[src/rtl/dac_spi_serializer_if.sv]
// Sample-strobe and DAC SPI bus bundle for dac_spi_serializer.
// o_overrun_cnt exists only when DAC_OVERRUN_CNT_EN is defined.
interface dac_spi_serializer_if #(
  parameter int DATA_WIDTH = 16
);
  logic [DATA_WIDTH-1:0] i_data;
  logic                  i_ce;
  logic                  o_cs_n;
  logic                  o_sclk;
  logic                  o_mosi;
  logic                  o_busy;
  logic                  o_done;
`ifdef DAC_OVERRUN_CNT_EN
  logic [7:0]            o_overrun_cnt;
`endif

  modport master (
    output i_data,
    output i_ce,
    input  o_cs_n,
    input  o_sclk,
    input  o_mosi,
    input  o_busy,
    input  o_done
`ifdef DAC_OVERRUN_CNT_EN
    ,
    input  o_overrun_cnt
`endif
  );

  modport slave (
    input  i_data,
    input  i_ce,
    output o_cs_n,
    output o_sclk,
    output o_mosi,
    output o_busy,
    output o_done
`ifdef DAC_OVERRUN_CNT_EN
    ,
    output o_overrun_cnt
`endif
  );
endinterface

[src/rtl/dac_spi_serializer.sv]
// SPI mode-0 DAC serializer with a one-deep pending sample buffer.
// Define DAC_OVERRUN_CNT_EN to add the saturating o_overrun_cnt output.
module dac_spi_serializer #(
  parameter int DATA_WIDTH = 16,
  parameter int CLK_DIV    = 4
) (
  input logic                 clk,
  input logic                 rst,
  dac_spi_serializer_if.slave bus
);
  localparam logic [2:0] IDLE     = 3'd0;
  localparam logic [2:0] SETUP    = 3'd1;
  localparam logic [2:0] SHIFT_HI = 3'd2;
  localparam logic [2:0] SHIFT_LO = 3'd3;
  localparam logic [2:0] GAP      = 3'd4;

  localparam int               BIT_W     = $clog2(DATA_WIDTH) + 1;
  localparam logic [BIT_W-1:0] BIT_LAST  = BIT_W'(DATA_WIDTH - 1);
  localparam logic [BIT_W-1:0] BIT_ONE   = BIT_W'(1);
  // 9 bits covers the longest interval, the gap of 2*255 cycles
  localparam logic [8:0]       HALF_LAST = 9'(CLK_DIV - 1);
  localparam logic [8:0]       GAP_LAST  = 9'(2 * CLK_DIV - 1);
  localparam logic [8:0]       DIV_ONE   = 9'd1;

  logic [2:0]            state;
  logic [8:0]            div_cnt;
  logic [BIT_W-1:0]      bit_cnt;
  logic [DATA_WIDTH-1:0] shift_reg;
  logic [DATA_WIDTH-1:0] pend_data;
  logic                  pend_vld;
  logic                  cs_n_r;
  logic                  sclk_r;
  logic                  mosi_r;
  logic                  busy_r;
  logic                  done_r;

  logic                  half_end;
  logic                  gap_end;
  logic                  ce_busy;
  logic                  start_frame;
  logic                  shift_now;
  logic [DATA_WIDTH-1:0] start_data;

  // A frame starts from IDLE on a strobe, or at the end of the gap from the
  // pending buffer (or from a strobe landing exactly then with nothing pending).
  always_comb begin
    half_end    = (div_cnt == HALF_LAST);
    gap_end     = (state == GAP) && (div_cnt == GAP_LAST);
    ce_busy     = bus.i_ce && (state != IDLE);
    start_frame = ((state == IDLE) && bus.i_ce) || (gap_end && (pend_vld || bus.i_ce));
    start_data  = (gap_end && pend_vld) ? pend_data : bus.i_data;
    shift_now   = (state == SHIFT_HI) && half_end && (bit_cnt != BIT_LAST);
  end

  always_ff @(posedge clk or negedge rst) begin
    if (!rst) begin
      state    <= IDLE;
      div_cnt  <= '0;
      bit_cnt  <= '0;
      cs_n_r   <= 1'b1;
      sclk_r   <= 1'b0;
      mosi_r   <= 1'b0;
      busy_r   <= 1'b0;
      done_r   <= 1'b0;
      pend_vld <= 1'b0;
    end else begin
      done_r <= 1'b0;
      if (start_frame) begin
        state   <= SETUP;
        div_cnt <= '0;
        bit_cnt <= '0;
        cs_n_r  <= 1'b0;
        sclk_r  <= 1'b0;
        busy_r  <= 1'b1;
        mosi_r  <= start_data[DATA_WIDTH-1];
      end else begin
        case (state)
          IDLE: ;
          SETUP: begin
            if (half_end) begin
              state   <= SHIFT_HI;
              sclk_r  <= 1'b1;
              div_cnt <= '0;
            end else begin
              div_cnt <= div_cnt + DIV_ONE;
            end
          end
          SHIFT_HI: begin
            if (half_end) begin
              state   <= SHIFT_LO;
              sclk_r  <= 1'b0;
              div_cnt <= '0;
              if (shift_now) mosi_r <= shift_reg[DATA_WIDTH-2];
            end else begin
              div_cnt <= div_cnt + DIV_ONE;
            end
          end
          SHIFT_LO: begin
            if (half_end) begin
              div_cnt <= '0;
              if (bit_cnt == BIT_LAST) begin
                state  <= GAP;
                cs_n_r <= 1'b1;
                done_r <= 1'b1;
              end else begin
                bit_cnt <= bit_cnt + BIT_ONE;
                state   <= SHIFT_HI;
                sclk_r  <= 1'b1;
              end
            end else begin
              div_cnt <= div_cnt + DIV_ONE;
            end
          end
          GAP: begin
            if (gap_end) begin
              state  <= IDLE;
              busy_r <= 1'b0;
            end else begin
              div_cnt <= div_cnt + DIV_ONE;
            end
          end
          default: state <= IDLE;
        endcase
      end

      // At gap end the buffer keeps its fill state: a pending sample is
      // replaced by the new strobe, an empty one stays empty (strobe starts).
      if (ce_busy && !gap_end)
        pend_vld <= 1'b1;
      else if (gap_end && pend_vld && !bus.i_ce)
        pend_vld <= 1'b0;
    end
  end

  always_ff @(posedge clk) begin
    if (start_frame)
      shift_reg <= start_data;
    else if (shift_now)
      shift_reg <= {shift_reg[DATA_WIDTH-2:0], 1'b0};
    if (ce_busy && (!gap_end || pend_vld))
      pend_data <= bus.i_data;
  end

`ifdef DAC_OVERRUN_CNT_EN
  logic       overrun_evt;
  logic [7:0] overrun_cnt;

  assign overrun_evt = ce_busy && !gap_end && pend_vld;

  always_ff @(posedge clk or negedge rst) begin
    if (!rst)
      overrun_cnt <= 8'd0;
    else if (overrun_evt && (overrun_cnt != 8'hFF))
      overrun_cnt <= overrun_cnt + 8'd1;
  end

  assign bus.o_overrun_cnt = overrun_cnt;
`endif

  assign bus.o_cs_n = cs_n_r;
  assign bus.o_sclk = sclk_r;
  assign bus.o_mosi = mosi_r;
  assign bus.o_busy = busy_r;
  assign bus.o_done = done_r;
endmodule

[src/flat_wrapper.sv]
// flat-port wrapper written by rule: the top's interface ports become plain ports
module dac_spi_serializer_flat 
#(
  parameter int DATA_WIDTH = 16,
  parameter int CLK_DIV    = 4
)
  (clk, rst, bus_i_data, bus_i_ce, bus_o_cs_n, bus_o_sclk, bus_o_mosi, bus_o_busy, bus_o_done);
  dac_spi_serializer_if #(.DATA_WIDTH(DATA_WIDTH)) bus_i ();
  input logic clk;
  input logic rst;
  input wire logic [$bits(bus_i.i_data)-1:0] bus_i_data;
  input wire logic [$bits(bus_i.i_ce)-1:0] bus_i_ce;
  output wire logic [$bits(bus_i.o_cs_n)-1:0] bus_o_cs_n;
  output wire logic [$bits(bus_i.o_sclk)-1:0] bus_o_sclk;
  output wire logic [$bits(bus_i.o_mosi)-1:0] bus_o_mosi;
  output wire logic [$bits(bus_i.o_busy)-1:0] bus_o_busy;
  output wire logic [$bits(bus_i.o_done)-1:0] bus_o_done;
  assign bus_i.i_data = bus_i_data;
  assign bus_i.i_ce = bus_i_ce;
  assign bus_o_cs_n = bus_i.o_cs_n;
  assign bus_o_sclk = bus_i.o_sclk;
  assign bus_o_mosi = bus_i.o_mosi;
  assign bus_o_busy = bus_i.o_busy;
  assign bus_o_done = bus_i.o_done;
  dac_spi_serializer #(.DATA_WIDTH(DATA_WIDTH), .CLK_DIV(CLK_DIV)) u_core (.clk(clk), .rst(rst), .bus(bus_i));
endmodule
[config.mk]
export PLATFORM = sky130hd
export DESIGN_NAME = dac_spi_serializer_flat
export DESIGN_NICKNAME = d
export VERILOG_FILES = /design/src/rtl/dac_spi_serializer_if.sv /design/src/rtl/dac_spi_serializer.sv /design/src/flat_wrapper.sv
export SDC_FILE = /design/constraint.sdc
export NUM_CORES = 1
export LEC_CHECK = 0
export CAP_MARGIN = 20
export CELL_PAD_IN_SITES_DETAIL_PLACEMENT = 0
export CELL_PAD_IN_SITES_GLOBAL_PLACEMENT = 1
export CORE_ASPECT_RATIO = 1.1
export CORE_UTILIZATION = 40
export CTS_CLUSTER_DIAMETER = 150
export CTS_CLUSTER_SIZE = 28
export DETAILED_ROUTE_END_ITERATION = 6
export GPL_TIMING_DRIVEN = 0
export PLACE_DENSITY = 0.67
export SKIP_CTS_REPAIR_TIMING = 1
export SYNTH_ARGS = -nofsm -noshare
export SYNTH_HDL_FRONTEND = slang
export SYNTH_SLANG_ARGS = --single-unit
[constraint.sdc]
create_clock -name clk -period 6 [get_ports clk]
set_input_delay 1.2 -clock clk [delete_from_list [all_inputs] [get_ports clk]]
set_output_delay 1.2 -clock clk [all_outputs]
set_load 0.01 [all_outputs]
==> impl_table.tex <==
\begin{tabular}{lr}
\hline
Metric & Value \\
\hline
\multicolumn{2}{l}{\textbf{Finish}} \\
\quad Final antenna diode count & 0 \\
\quad Most used cells in the layout excluding fill and tap cells & edfxtp\_1 (31), clkdlybuf4s50\_1 (22), dfrtp\_1 (22) \\
\quad Share of the core filled with cells & 48.9\% \\
\quad Area delta synth->final & 16.8\% \\
\quad Commonest non-fill, non-tap cell in the layout & edfxtp\_1 \\
\quad Share of cells above drive strength 1 & about a fifth \\
\quad Fill cells & 630 \\
\quad Max reg flops & 16 \\
\quad Total number of nets in the final design & 276 \\
\quad Post-layout instance area & 3260 um2 \\
\multicolumn{2}{l}{\textbf{Clocking}} \\
\quad TritonCTS clock tree & done \\
\quad Inserted Clock Buffers & 5 \\
\quad Max Buffers Root-to-Sink & 2 \\
\quad Insertion delay to the later sink of the worst-skew pair & about 0.31 ns \\
\quad H-tree level count & 2 \\
\quad Clk sink count & 54 \\
\quad Clock slew seen by the registers of the worst setup and hold paths & $\sim$0.11 ns \\
\quad Clock tree root driver cell & clkbuf\_8 \\
\multicolumn{2}{l}{\textbf{Critical path}} \\
\quad Count of cells along the worst register-to-register path & 6 \\
\quad Crit end category & flop \\
\quad Worst path buffer plus inverter count & 2 \\
\quad Crit path kind & in -> reg \\
\quad Reg-to-reg critical path startpoint & u\_core.div\_cnt[0]\$\_DFFE\_PN0P\_ \\
\quad Largest stage delay on the critical path & 0.66 ns \\
\quad Startpoint type of the worst setup path & primary input \\
\quad Required time at the endpoint of the critical path & $\sim$6.0 ns \\
\quad Peak fanout along the critical path & 15 \\
\quad Crit-path slowest cell & a2111oi\_4 \\
\quad Endpoint of the lowest-slack register-to-register path & u\_core.shift\_reg[2]\$\_DFFE\_PP\_ \\
\quad Crit-path cells & clkbuf\_1 > a21oi\_1 > a2111oi\_4 > buf\_6 > nand2b\_1 \\
\quad Family with the most delay on the worst path & compound AO/OA/AOI/OAI gates \\
\quad Reg-to-reg slack, setup & roughly 2.8 ns \\
\quad Arr. time, crit path & 3.20 ns \\
\multicolumn{2}{l}{\textbf{Yosys}} \\
\quad Fraction of the yosys area taken by sequential cells & 54.0\% \\
\quad Yosys warning count & 0 \\
\quad Flip-flop cell with the highest count after synthesis & edfxtp\_1 \\
\quad Distinct cell type count of the synthesized netlist & between 50 and 60 \\
\quad Synthesized area divided by synthesized cell count & $\sim$13 um2 \\
\quad Synthesized Nets & 245 \\
\quad Post-synthesis instance area & 2790 um2 \\
\quad Gate count after technology mapping & 223 \\
\quad Count of state elements after synthesis & 54 \\
\quad FFs w/ async S/R, synth & between 40\% and 50\% \\
\quad Number of enable flip-flop cells after synthesis & 31 \\
\multicolumn{2}{l}{\textbf{STA}} \\
\quad Max Clock Freq & 307 MHz \\
\quad Number of endpoints with negative hold slack in the final report & 0 \\
\quad Period Utilization, post-route & 54.3\% \\
\quad Post-Route Setup TNS & 0 ns \\
\quad \# setup viols final & 0 \\
\quad RSZ-0062 raised after global routing & no \\
\quad Final clock skew & 0.0101 ns \\
\quad Post-layout min period & approximately 3.3 ns \\
\quad Slew at the pin with the worst max-slew slack & roughly 0.76 ns \\
\quad Final Max Slew Viols & 0 \\
\quad Hold slack final & 0.481 ns \\
\quad Normalized max-slew margin & about 50\% \\
\multicolumn{2}{l}{\textbf{Place}} \\
\quad Final weighted congestion of routability-driven global placement & 0.728 \\
\quad DP HPWL & 3.70 mm \\
\quad Placed Area & between 3000 and 4000 um2 \\
\quad I/O Buffers & 22 \\
\multicolumn{2}{l}{\textbf{Die}} \\
\quad Number of placement rows & 31 \\
\quad Die ar. & roughly 7300 um2 \\
\quad Top Ports & 24 \\
\quad Vertical die dimension & approximately 90 um \\
\quad Die width & 81.7 um \\
\quad Core area & 6670 um2 \\
\quad Initial Utilization & 41.9\% \\
\multicolumn{2}{l}{\textbf{Min path}} \\
\quad Hold path cells & 2 \\
\quad Hold Startpoint & u\_core.bus.o\_cs\_n\$\_DFFE\_PN1P\_ \\
\quad Min-Delay Path Class & reg -> reg \\
\quad Hold path endpoint & u\_core.bus.o\_cs\_n\$\_DFFE\_PN1P\_ \\
\multicolumn{2}{l}{\textbf{Route}} \\
\quad Remaining number of nets flagged by the antenna check after routing & 0 \\
\quad DRT Wirelength & 5.40 mm \\
\quad Overall via count from detail\_route & 1885 \\
\quad DR DRC count & 0 \\
\quad DRC marker count from the first detailed-route iteration & 90 \\
\quad Avg Vias per Cell & 5.59 \\
\quad Wire length per cell & 16.0 um \\
\quad TritonRoute pass-1 iters & 4 \\
\multicolumn{2}{l}{\textbf{Pwr}} \\
\quad Total power draw & 0.00119 W \\
\quad Switching power of the nets & 0.000413 W \\
\quad Pwr dens & 364 nW/um2 \\
\quad Clock share of power & 21.2\% \\
\quad Cell-internal power & 0.000775 W \\
\quad Largest vdd supply drop & around 0.00015 V \\
\quad Static leakage & 1.19 nW \\
\quad Switching share of power & 34.8\% \\
\quad Sequential cell fraction of total power & 46.4\% \\
\quad Share of power burned in combinational logic & 32.4\% \\
\multicolumn{2}{l}{\textbf{GRT}} \\
\quad Number of global-route vias before repair & 1836 \\
\quad Residual overflow from global routing & 0 \\
\quad Initial antenna violation count & 0 \\
\quad Total global-route track usage & 16.6\% \\
\quad Maximum number of pins on one net before global-route repair & 20 \\
\quad First-pass GRT wire length & 9.12 mm \\
\multicolumn{2}{l}{\textbf{Job}} \\
\quad Max-capacitance violation count & 0 \\
\multicolumn{2}{l}{\textbf{Status}} \\
\quad Run status & complete, no violations \\
\hline
\end{tabular}
-- tightest hold or removal path: cells and delay by family, from the launching register on --
kind,cells,cell delay (ns)
DFF,1,0.38
AOI/OAI and AO/OA,1,0.06
buffers and inverters,1,0.04
-- cell usage after synthesis, types with 2 or more instances --
cell type   n  share of area [%]
xnor2_1     2               0.63
o21bai_1    2               0.54
dfrtp_1    22                 20
or4_1       3               0.81
a31oi_1     2               0.45
nor3_1      4               0.72
nor2_1     11                1.5
mux2_2     20                8.1
nor4_1      4               0.90
o41ai_1     2               0.63
inv_1       8                1.1
ha_1        3                1.3
mux2_4      8                4.3
a21o_1      2               0.54
a21oi_1     8                1.4
o31ai_1     5                1.3
nand3_1     3               0.54
nand4_1     3               0.67
clkbuf_1    9                1.2
mux2i_1     7                2.5
nor2b_1     3               0.67
nor3b_1     3               0.81
and3_1      4               0.90
edfxtp_1   31                 33
nand2_1     7               0.94
o21ai_0    17                3.0
o211ai_1    5                1.3
-- cells by family (layout without fill, tap and decap cells) --
| family | count (synthesis) | count (layout) | share of synthesized area [%] |
|---|---|---|---|
| and+or+nand+nor | 59 | 59 | 13.6 |
| xor gates and xnor gates | 2 | 2 | 0.627 |
| adders and majority gates | 3 | 3 | 1.34 |
| muxes | 35 | 35 | 14.9 |
| buffers and inverters | 19 | 51 | 2.96 |
| AOI/OAI and AO/OA | 51 | 51 | 12.6 |
| DFF | 54 | 54 | 54.0 |
-- how the worst max path moves through the flow --
stage	from	end	slack, ns	cells past startpoint
4_1_cts	bus_i_ce	u_core.shift_reg[3]$_DFFE_PP_	2.68	5
3_5_place_dp	bus_i_ce	u_core.shift_reg[3]$_DFFE_PP_	2.34	5
2_1_floorplan	bus_i_ce	u_core.pend_data[0]$_DFFE_PP_	2.88	2
6_report	bus_i_ce	u_core.shift_reg[2]$_DFFE_PP_	2.74	5
3_3_place_gp	bus_i_ce	u_core.pend_data[12]$_DFFE_PP_	2.01	2
5_1_grt	u_core.div_cnt[0]$_DFFE_PN0P_	u_core.shift_reg[0]$_SDFFCE_PN0P_	2.45	6
-- power by group through the flow --
stage | Clock, W | Sequential (W) | Combinational [W]
6_report | 0.000252 | 0.000550 | 0.000385
5_1_grt | 0.000272 | 0.000562 | 0.000434
4_1_cts | 0.000258 | 0.000550 | 0.000391
3_5_place_dp | 0 | 0.000558 | 0.000389
3_3_place_gp | 0 | 0.000558 | 0.000381
2_1_floorplan | 0 | 0.000544 | 0.000280
-- layer usage --
layer	part of all wire, %	vias to the layer above	track usage [%]
met5	0	-	0
met3	2.5	4	3.03
met4	0.78	0	4.31
met2	46	27	26.4
met1	51	932	23.5
li1	-	922	-
-- area by class of cell --
class / count / area [um2] / share of cell area, %
inverters: 8 / 30.0 / 0.921
clock buffers: 5 / 68.8 / 2.11
clock inverters: 3 / 43.8 / 1.34
flip-flops and latches: 54 / 1510 / 46.2
repair buffers: 24 / 250 / 7.67
multi-input cells: 150 / 1210 / 37.0
plain buffers: 11 / 52.6 / 1.61
well taps: 82 / 103 / 3.15
-- stage by stage --
| stage | cells | worst slack (ns) |
|---|---|---|
| finish | 337 | 2.74 |
| CTS | 337 | 2.68 |
| detailed placement | 329 | 2.34 |
| global placement | 327 | 2.01 |
| global route | 337 | 2.45 |
| floorplan | 223 | 2.88 |
No activity file was read; power rests on OpenSTA's default activity.
